<file path="src/rtl/router6_port_arbiter.sv">
// router6_port_arbiter
//   Grant scheduler for the three output merges (P, C1, C2) of the 3-port
//   router. Each output picks one of its two candidate inputs round-robin,
//   offers the winner's select token to the merge, then holds the grant
//   until the merge reports completion or the hold limit expires. The three
//   outputs run fully independently.
//
//   Ports
//     CLK        clock, rising edge
//     _RESET     asynchronous active-low reset
//     req[5:0]   level requests, bit 2*o+i = input i wants output o
//     req_ack    1-cycle pulse to requester 2*o+i on accepted grant
//     gnt_valid  per-output token valid
//     gnt_sel    per-output token value (0=In0, 1=In1)
//     gnt_ready  per-output token accept from the merge
//     done       per-output 1-cycle packet-complete pulse
//     timeout    per-output sticky hold-limit flag
//   All outputs are registered.

// Per-output scheduler: IDLE -> ISSUE (token offered) -> BUSY (held).
module router6_port_arbiter_lane #(
    parameter int HOLD_MAX = 255,
    parameter int CNT_W    = 8
) (
    input  logic       clk,
    input  logic       rst_n,
    input  logic [1:0] req,
    input  logic       gnt_ready,
    input  logic       done,
    output logic [1:0] req_ack,
    output logic       gnt_valid,
    output logic       gnt_sel,
    output logic       timeout
);
    localparam logic [1:0] IDLE  = 2'd0;
    localparam logic [1:0] ISSUE = 2'd1;
    localparam logic [1:0] BUSY  = 2'd2;

    localparam logic [CNT_W-1:0] CNT_LAST = CNT_W'(HOLD_MAX - 1);

    logic [1:0]       state;
    logic [CNT_W-1:0] cnt;
    logic             last;   // input granted on the most recent handshake

    always_ff @(posedge clk or negedge rst_n) begin
        if (!rst_n) begin
            state     <= IDLE;
            cnt       <= '0;
            last      <= 1'b1;
            req_ack   <= 2'b00;
            gnt_valid <= 1'b0;
            gnt_sel   <= 1'b0;
            timeout   <= 1'b0;
        end else begin
            req_ack <= 2'b00;
            case (state)
                IDLE: begin
                    if (|req) begin
                        // Contention goes to whoever did not win last time.
                        gnt_sel   <= (req == 2'b11) ? ~last : req[1];
                        gnt_valid <= 1'b1;
                        state     <= ISSUE;
                    end
                end
                ISSUE: begin
                    // Token is committed: a dropped request still waits
                    // for the merge to take it.
                    if (gnt_ready) begin
                        req_ack   <= gnt_sel ? 2'b10 : 2'b01;
                        last      <= gnt_sel;
                        cnt       <= '0;
                        gnt_valid <= 1'b0;
                        state     <= BUSY;
                    end
                end
                BUSY: begin
                    // done has priority over an expiring hold on the same edge.
                    if (done) begin
                        cnt   <= '0;
                        state <= IDLE;
                    end else if (cnt == CNT_LAST) begin
                        timeout <= 1'b1;
                        cnt     <= '0;
                        state   <= IDLE;
                    end else if (cnt != '1) begin
                        cnt <= cnt + CNT_W'(1);
                    end
                end
                default: begin
                    state     <= IDLE;
                    gnt_valid <= 1'b0;
                end
            endcase
        end
    end
endmodule

module router6_port_arbiter #(
    parameter int HOLD_MAX = 255,
    parameter int CNT_W    = 8
) (
    input  logic       CLK,
    input  logic       _RESET,
    input  logic [5:0] req,
    output logic [5:0] req_ack,
    output logic [2:0] gnt_valid,
    output logic [2:0] gnt_sel,
    input  logic [2:0] gnt_ready,
    input  logic [2:0] done,
    output logic [2:0] timeout
);
    localparam int NUM_OUT = 3;

    for (genvar o = 0; o < NUM_OUT; o++) begin : g_out
        router6_port_arbiter_lane #(
            .HOLD_MAX (HOLD_MAX),
            .CNT_W    (CNT_W)
        ) u_lane (
            .clk       (CLK),
            .rst_n     (_RESET),
            .req       (req[2*o +: 2]),
            .gnt_ready (gnt_ready[o]),
            .done      (done[o]),
            .req_ack   (req_ack[2*o +: 2]),
            .gnt_valid (gnt_valid[o]),
            .gnt_sel   (gnt_sel[o]),
            .timeout   (timeout[o])
        );
    end
endmodule

</file>
<file path="config.mk">
export PLATFORM = sky130hd
export DESIGN_NAME = router6_port_arbiter
export DESIGN_NICKNAME = d
export VERILOG_FILES = /design/src/rtl/router6_port_arbiter.sv
export SDC_FILE = /design/constraint.sdc
export NUM_CORES = 1
export LEC_CHECK = 0
export BUFFER_PORTS_ARGS = -buffer_cell sky130_fd_sc_hd__buf_2
export CORE_ASPECT_RATIO = 1.1
export CORE_MARGIN = 2
export CORE_UTILIZATION = 59
export DETAILED_ROUTE_END_ITERATION = 10
export PLACE_DENSITY = 0.8
export SLEW_MARGIN = 20
export SYNTH_ARGS = -nofsm -noshare
export SYNTH_HDL_FRONTEND = slang
export SYNTH_SLANG_ARGS = --single-unit
</file>
<file path="constraint.sdc">
create_clock -name CLK -period 2.3 [get_ports CLK]
set_clock_uncertainty 0.1 [all_clocks]
set_input_delay 0.46 -clock CLK [delete_from_list [all_inputs] [get_ports CLK]]
set_output_delay 0.46 -clock CLK [all_outputs]
set_load 0.01 [all_outputs]
</file>
### After elaboration in Yosys (flattened, before gate mapping)

Index checks and enable logic that the tools add are counted.

| storage, ports and cells | value |
|---|---|
| register bits after elaboration | 48 |
| bits of input ports | 14 |
| output and inout port bits | 15 |

| operators by class | value |
|---|---|
| add/subtract/negate cells | 3 |
| equality and inequality tests | 27 |
| muxes and demuxes | 51 |
| bitwise logic cells | 9 |
| reductions and logical operators | 27 |

Operators by type and width:

| operator | count |
|---|---|
| 2-to-1 mux 8 bit | 12 |
| case mux 8 bit (2 select lines) | 3 |
| 2-to-1 mux 2 bit | 21 |
| AND reduction 3 bit | 12 |
| adder 8 x 1 -> 8 bit, second input constant | 3 |
| equality test 8 bit, second input constant | 3 |
| inequality test 8 bit, second input constant | 3 |
| case mux 2 bit (3 select lines) | 3 |
| equality test 2 bit, second input constant | 6 |
| inequality test 4 x 2 -> 1 bit, second input constant | 3 |
| AND reduction 2 bit | 6 |
| 2-to-1 mux 1 bit | 9 |
| inequality test 3 x 2 -> 1 bit, second input constant | 3 |
| NOT 1 bit | 9 |
| case mux 1 bit (3 select lines) | 3 |
| equality test 2 x 1 -> 1 bit, second input constant | 3 |
| zero test 2 bit | 3 |
| inequality test 2 x 1 -> 1 bit, second input constant | 3 |
| inequality test 2 bit, second input constant | 3 |
| nonzero test 2 bit | 3 |
| OR reduction 2 bit | 3 |

### Longest topological paths before layout

Gate-level depths: netlist of the first run.

| logic depth | value |
|---|---|
| word-level depth | 5 |
| mapped depth | 7 |

### Hierarchy

Synthesis of the first run repeated with hierarchy kept, for this count alone.

| unflattened totals | value |
|---|---|
| cells, all modules | 261 |
| area, all modules | 2727.6 µm² |

By module, submodules not included:

| module | times used | cells an instance | area an instance (µm²) | sequential area each (µm²) |
|---|---|---|---|---|
| router6_port_arbiter_lane at g_out[0].u_lane | 1 | 87 | 917.1 | 401.6 |
| router6_port_arbiter_lane at g_out[2].u_lane | 1 | 87 | 905.9 | 401.6 |
| router6_port_arbiter_lane at g_out[1].u_lane | 1 | 87 | 904.6 | 401.6 |

### Worst setup path before layout of the first run

Ideal clock, no wire load.

| timing | value |
|---|---|
| path type | flip-flop to flip-flop |
| start point | register g_out[0].u_lane.cnt[0] |
| end point | register g_out[0].u_lane.state[1] |
| library setup time | 0.128 ns |
| arrival time | 1.638 ns |
| required time | 2.072 ns |
| setup slack | 0.434 ns |
| cell stages (with the launch flop) | 8 |
| buffers on the path | 1 |
| cell sequence | dfrtp_1 -> inv_1 -> ha_1 -> inv_1 -> o31a_1 -> buf_6 -> a211oi_2 -> mux2_1 |

| on the way | value |
|---|---|
| cells in the longest elaborated chain, start to end | 3 |

RTL lines:

| item | line | text |
|---|---|---|
| start: declaration | 42 | `logic [CNT_W-1:0] cnt;` |
| start signal: assignment | 86 | `cnt <= cnt + CNT_W'(1);` |
| equality test 8 bit | 81 | `end else if (cnt == CNT_LAST) begin` |
| inequality test 3 x 2 -> 1 bit (no line) | n/a |  |
| AND reduction 3 bit (no line) | n/a |  |
| end signal: assignment | 80 | `state <= IDLE;` |
| end signal: assignment | 84 | `state <= IDLE;` |
| end signal: assignment | 90 | `state <= IDLE;` |
| end: declaration | 41 | `logic [1:0] state;` |

No other way between the ends.
A chain may end at the register's enable or synchronous reset.

### Final worst setup path of the first run

| timing | value |
|---|---|
| start point | register g_out[2].u_lane.state[0] |
| end point | register g_out[2].u_lane.cnt[2] |

| on the way | value |
|---|---|
| cells in the longest elaborated chain, start to end | 3 |

RTL lines:

| item | line | text |
|---|---|---|
| start: declaration | 41 |  |
| start signal: assignment | 47 | `state <= IDLE;` |
| start signal: assignment | 62 | `state <= ISSUE;` |
| start signal: assignment | 73 | `state <= BUSY;` |
| equality test 2 bit or equality test 2 x 1 -> 1 bit (tied branches) | 56 | `case (state)` |
| inequality test 4 x 2 -> 1 bit (no line), or another cell as far along | n/a |  |
| AND reduction 3 bit (no line) | n/a |  |
| end signal: assignment | 86 |  |
| end: declaration | 42 |  |

Parallel ways exist; a longest one is shown, timed or not.

==> results.toml, run 1 <==
[clocking]
clk_path_buf_depth = 2
clk_pin_slew_ps = 90
cts.repair.resized = 0
insertion_delay_ps = 300
cts_hold_buf = 0
cts_max_level = 2
cts_post_setup_buffers_inserted = 0
cts_buffers = 5
cts_num_sinks = 48
cts_root_buffer = "clkbuf_8"
cts_tree = "yes"

[yosys]
ys_ff_latch = 48
synth_ff_type = "dfrtp_1"
synth_fp_nets = 313
ys_types = 55
ys_async_sr_fraction = 1.00
synth.avg_cell_area_um2 = 9.87
ys_warn_count = 0
syn_area_um2 = 2770
seq_area_frac_synth = 0.434
syn-instance-count = 281
synth_edf_count = 0

[global_routing]
gr-total-overflow = 0
grt_max_degree = 26
grt_pass1_vias = 2155
groute.usage.overall = 0.211
grt_pass1_wl_mm = 9.23
antenna_found_initial = 0

[sta]
min_period_ps = 1990
hold_viol = 0
setup_slack_ps = 315
grt_setup_unrepaired = "false"
max_freq_mhz = 504
period_share = 0.863
setup-violations-final = 0
tightest_slew_ps = 657
maxSlewViolCount = 0
slew_headroom = 0.559
holdWs_ps = 44.2
finalSetupTns_ps = 0

[cells_and_area]
nNetsFinal = 338
fin_area_um2 = 3020
antenna_cells = 0
final_layout_size_suffix_gt1_frac = 0.182
mostFrequentLayoutCells = "dfrtp_1 (45), buf_2 (28), nand2_1 (22), nand3_1 (20), o21ai_0 (19)"
area_growth_pct = 8.84
final_common_cell = "dfrtp_1"

[power_and_ir_drop]
power_density_nw_per_um2 = 946
p_leak_nw = 1.38
fin_total_pwr_w = 0.00286
irDropWorstVdd_uv = 618

[detailed_routing]
wl_per_cell_um = 14.0
via_per_inst = 6.19
drtPass1Iterations = 4
vias = 2247
ant_nets = 0
drt_wl_total_mm = 5.10
drc = 0
drt_iter0_drc = 142

[critical_path]
crit_path_max_fanout = 7
reg2reg_depth = 6
worst_path_max_delay_cell = "nor4_2"
cp_cell_sequence = "inv_1, ha_1, nand2b_1, nor4_2, o21ai_0, o311ai_0"
cp.arrival_ps = 2060
start_kind = "flip-flop"
end_kind = "flip-flop"
worstPathRequired_ps = 2370
cpPeakStageDelay_ps = 630
path_class = "reg -> reg"

[place]
post-place-ws_ps = 319
post_dp_cell_area_um2 = 2930
port_buffers = 28
hpwl_mm = 3.76
place.gp.congestion = 0.895

[floorplanning]
start_util = 0.605
die_y_um = 75.9
fp.coreArea_um2 = 4590
rows = 26
ios = 29
fp.dieW_um = 69.4
die-area_um2 = 5270

[status]
status = "finished clean"

[min_path]
worst_hold_path_type = "in -> async"

[flow_run]
max-cap-violations = 0
## area by class of cell
cell class | instances | area [µm²]
clock inverter | 1 | 7.51
tap | 56 | 70.1
fill | 368 | 1570
timing repair buffer | 30 | 168
inverter | 15 | 56.3
clock buffer | 7 | 86.3
multi-input combinational | 206 | 1430
sequential | 48 | 1200
## metrics by stage
step,cells,util
floorplan,281,-
global placement,355,0.638
detailed placement,355,0.638
CTS,363,0.658
global route,363,0.658
finish,363,0.658
## cell usage after synthesis (3+ instances only)
cell type | instances | area (µm²)
a31o_2 | 4 | 35.0
nor3_1 | 7 | 35.0
nand2_1 | 22 | 82.6
mux2_2 | 3 | 33.8
buf_4 | 9 | 67.6
a31oi_1 | 3 | 18.8
a2bb2oi_1 | 3 | 26.3
and4_1 | 3 | 26.3
and3_1 | 8 | 50.1
inv_1 | 15 | 56.3
a21o_1 | 4 | 30.0
nand3_1 | 20 | 100
a22o_1 | 3 | 26.3
nand4_1 | 3 | 18.8
ha_1 | 18 | 225
nor2_1 | 14 | 52.6
o41ai_1 | 3 | 26.3
dfstp_2 | 3 | 78.8
o32a_1 | 4 | 40.0
nand2b_1 | 5 | 31.3
a32o_1 | 3 | 30.0
o211ai_1 | 3 | 22.5
nor2b_1 | 6 | 37.5
dfrtp_1 | 45 | 1130
a21oi_1 | 10 | 50.1
o21ai_0 | 19 | 95.1
nor4_1 | 3 | 18.8
## critical path: cells and delay by family, from the launching register on
| family | cells | cell delay (ps) |
|---|---|---|
| fa+ha+maj | 1 | 190 |
| compound gates | 2 | 270 |
| flops | 1 | 420 |
| simple gates | 2 | 790 |
| buf+inv | 1 | 100 |
## routing by layer
layer | share of wire | wire (µm) | up-vias | track usage
li1 | - | - | 1094 | -
met1 | 0.46 | 2330 | 1083 | 0.266
met2 | 0.49 | 2480 | 59 | 0.358
met3 | 0.039 | 201 | 11 | 0.0479
met4 | 0.018 | 91 | 0 | 0.0725
met5 | 0 | 0 | - | 0
## registers in the layout (all words and copies together) (netlist names)
signal	flops
g_out.u_lane.cnt	24
g_out.u_lane.gnt_sel	3
g_out.u_lane.gnt_valid	3
g_out.u_lane.last	3
g_out.u_lane.req_ack	6
g_out.u_lane.state	6
g_out.u_lane.timeout	3
## report_power, final
| part | total (W) | switching [W] | internal [W] |
|---|---|---|---|
| clock | 0.000525 | 0.000280 | 0.000245 |
| sequential | 0.00118 | 0.000141 | 0.00104 |
| combinational | 0.00115 | 0.000647 | 0.000500 |
## worst paths after layout
kind / from / end / slack [ps]
max: g_out[2].u_lane.state[0] / g_out[2].u_lane.cnt[2] / 310
min: _RESET / g_out[0].u_lane.req_ack[1] / 40
max reg2reg: g_out[2].u_lane.state[0] / g_out[2].u_lane.cnt[2] / 310
min reg2reg: g_out[0].u_lane.gnt_sel / g_out[0].u_lane.req_ack[0] / 370
max in group asynchronous: _RESET / g_out[2].u_lane.cnt[4] / 1510
min in group CLK: req[1] / g_out[0].u_lane.gnt_sel / 310
## logic make-up (layout without fill, tap and decap cells)
group / count (synthesis) / after routing / share of synthesized area
AO/OA/AOI/OAI: 74 / 74 / 0.190
adder cells (fa/ha/maj): 18 / 18 / 0.0812
buffers and inverters: 27 / 53 / 0.0514
flip-flops: 48 / 48 / 0.434
multiplexers: 6 / 6 / 0.0235
AND/OR/NAND/NOR: 108 / 108 / 0.220
Note: power is estimated with default switching activity, not from simulation.
==> run 2: changes to the inputs <==
--- a/config.mk
+++ b/config.mk
@@ -10,6 +10,7 @@
 export CORE_MARGIN = 2
 export CORE_UTILIZATION = 59
 export DETAILED_ROUTE_END_ITERATION = 10
+export GPL_TIMING_DRIVEN = 0
 export PLACE_DENSITY = 0.8
 export SLEW_MARGIN = 20
 export SYNTH_ARGS = -nofsm -noshare
==> run 2 against run 1 <==
Against the previous run:
- hold slack gained 4.2 ps
- critical path depth grew 1
- clock power shrank 2%
- largest power group is now combinational cells
- worst setup slack lost 28 ps
- clock-buffer cell count is the same
- highest routed layer unchanged
- first-iteration DRC count grew 3.5%
==> results.toml, run 2 (synthesis gave the netlist of run 1 again) <==
[critical_path]
crit_path_max_fanout = 9
path_class = "reg -> reg"
cp.arrival_ps = 2100
cp_cell_sequence = "inv_1, ha_1, inv_1, o31a_1, buf_6, a211oi_2, mux2_1"
cpPeakStageDelay_ps = 460
end_kind = "flip-flop"
ff2ff_setup_slack_ps = 290
crit_top_cell = "inv_1"
worstPathRequired_ps = 2390
start_kind = "flip-flop"
worst_path_max_delay_cell = "dfrtp_1"

[floorplanning]
ios = 29
fp.dieW_um = 69.4
rows = 26
die_y_um = 75.9
start_util = 0.605
fp.coreArea_um2 = 4590
die-area_um2 = 5270

[clocking]
cts_hold_buf = 0
cts.repair.resized = 0
cts_root_buffer = "clkbuf_8"
cts_buffers = 5
cts_num_sinks = 48
cts_post_setup_buffers_inserted = 0
insertion_delay_ps = 300
cts_max_level = 2
clk_path_buf_depth = 2
clk_pin_slew_ps = 90
cts_tree = "yes"

[cells_and_area]
largest_register_ffs = 24
mostFrequentLayoutCells = "dfrtp_1 (45), buf_2 (27), nand2_1 (22), nand3_1 (20), o21ai_0 (19)"
final_util = 0.672
final_common_cell = "dfrtp_1"
area_growth_pct = 11.1
antenna_cells = 0
final_layout_size_suffix_gt1_frac = 0.202
largest_registers = "g_out.u_lane.cnt x24, g_out.u_lane.req_ack x6, g_out.u_lane.state x6"
regMostFlops = "g_out.u_lane.cnt"
nNetsFinal = 348

[place]
hpwl_mm = 3.71
place.gp.congestion = 0.875
port_buffers = 28
post-place-ws_ps = 292

[global_routing]
groute.usage.overall = 0.211
gr-total-overflow = 0
grt_pass1_vias = 2104
grt_max_degree = 49
antenna_found_initial = 0
grt_pass1_wl_mm = 9.20

[detailed_routing]
drtPass1Iterations = 4
vias = 2244
drt_iter0_drc = 147
drc = 0
wl_per_cell_um = 14.0
ant_nets = 0
drt_wl_total_mm = 5.23
via_per_inst = 6.02

[sta]
slew_headroom = 0.561
maxSlewViolCount = 0
setup_slack_ps = 287
setup-violations-final = 0
max_freq_mhz = 497
min_period_ps = 2010
period_share = 0.875
hold_viol = 0
grt_setup_unrepaired = "false"
tightest_slew_ps = 652
finalSetupTns_ps = 0

[power_and_ir_drop]
fin_total_pwr_w = 0.00295
power_density_nw_per_um2 = 958
p_leak_nw = 1.42
irDropWorstVdd_uv = 747

[min_path]
worst_hold_path_type = "in -> async"

[status]
status = "finished clean"

[flow_run]
max-cap-violations = 0
run 2: cell types whose count changed in the layout (fill, tap and decap cells not counted):
cell,before,now
buf_12,1,0
buf_2,28,27
buf_4,1,10
buf_6,0,1
clkbuf_1,1,3
run 2: final cells by class:
cell class                      count  area [µm²]
Clock buffer                        7        86.3
Fill cell                         355        1510
Multi-Input combinational cell    206        1430
Inverter                           15        56.3
Tap cell                           56        70.1
Sequential cell                    48        1200
Buffer                             12        86.3
Clock inverter                      1        7.51
Timing Repair Buffer               28         143
run 2: per-layer routing:
layer  up-vias  track usage  wire [µm]
li1       1108            -          -
met1      1074        0.279       2490
met2        58        0.341       2470
met3         4       0.0479        240
met4         0       0.0745         27
met5         -            0          0
run 2: per-stage QoR:
step           hold WS [ps]  instances  area [µm²]
6_report               48.4        373        3080
5_1_grt                 113        373        3080
3_5_place_dp            362        365        2980
3_3_place_gp            355        365        2980
2_1_floorplan          64.4        281        2770
4_1_cts                 263        373        3080
run 2: worst paths after layout:
| kind | start | endpoint | cells past startpoint |
|---|---|---|---|
| min reg2reg | g_out[2].u_lane.gnt_sel | g_out[2].u_lane.req_ack[0] | 1 |
| max in group asynchronous | _RESET | g_out[2].u_lane.cnt[1] | 1 |
| max reg2reg | g_out[0].u_lane.cnt[0] | g_out[0].u_lane.state[1] | 7 |
| max | g_out[0].u_lane.cnt[0] | g_out[0].u_lane.state[1] | 7 |
| min | _RESET | g_out[0].u_lane.req_ack[1] | 1 |
| min in group CLK | req[1] | g_out[0].u_lane.gnt_sel | 2 |
run 2: power breakdown:
group / total [W] / leakage [nW] / switching, W / internal, W
registers: 0.00119 / 0.635 / 0.000148 / 0.00104
logic: 0.00124 / 0.736 / 0.000667 / 0.000577
clock network: 0.000516 / 0.0445 / 0.000272 / 0.000245
run 2: critical path, delay by kind of cell, from the launching register on:
| family | cells | cell delay (ps) |
|---|---|---|
| flops | 1 | 460 |
| buf+inv | 3 | 300 |
| fa+ha+maj | 1 | 210 |
| mux | 1 | 340 |
| compound gates | 2 | 510 |
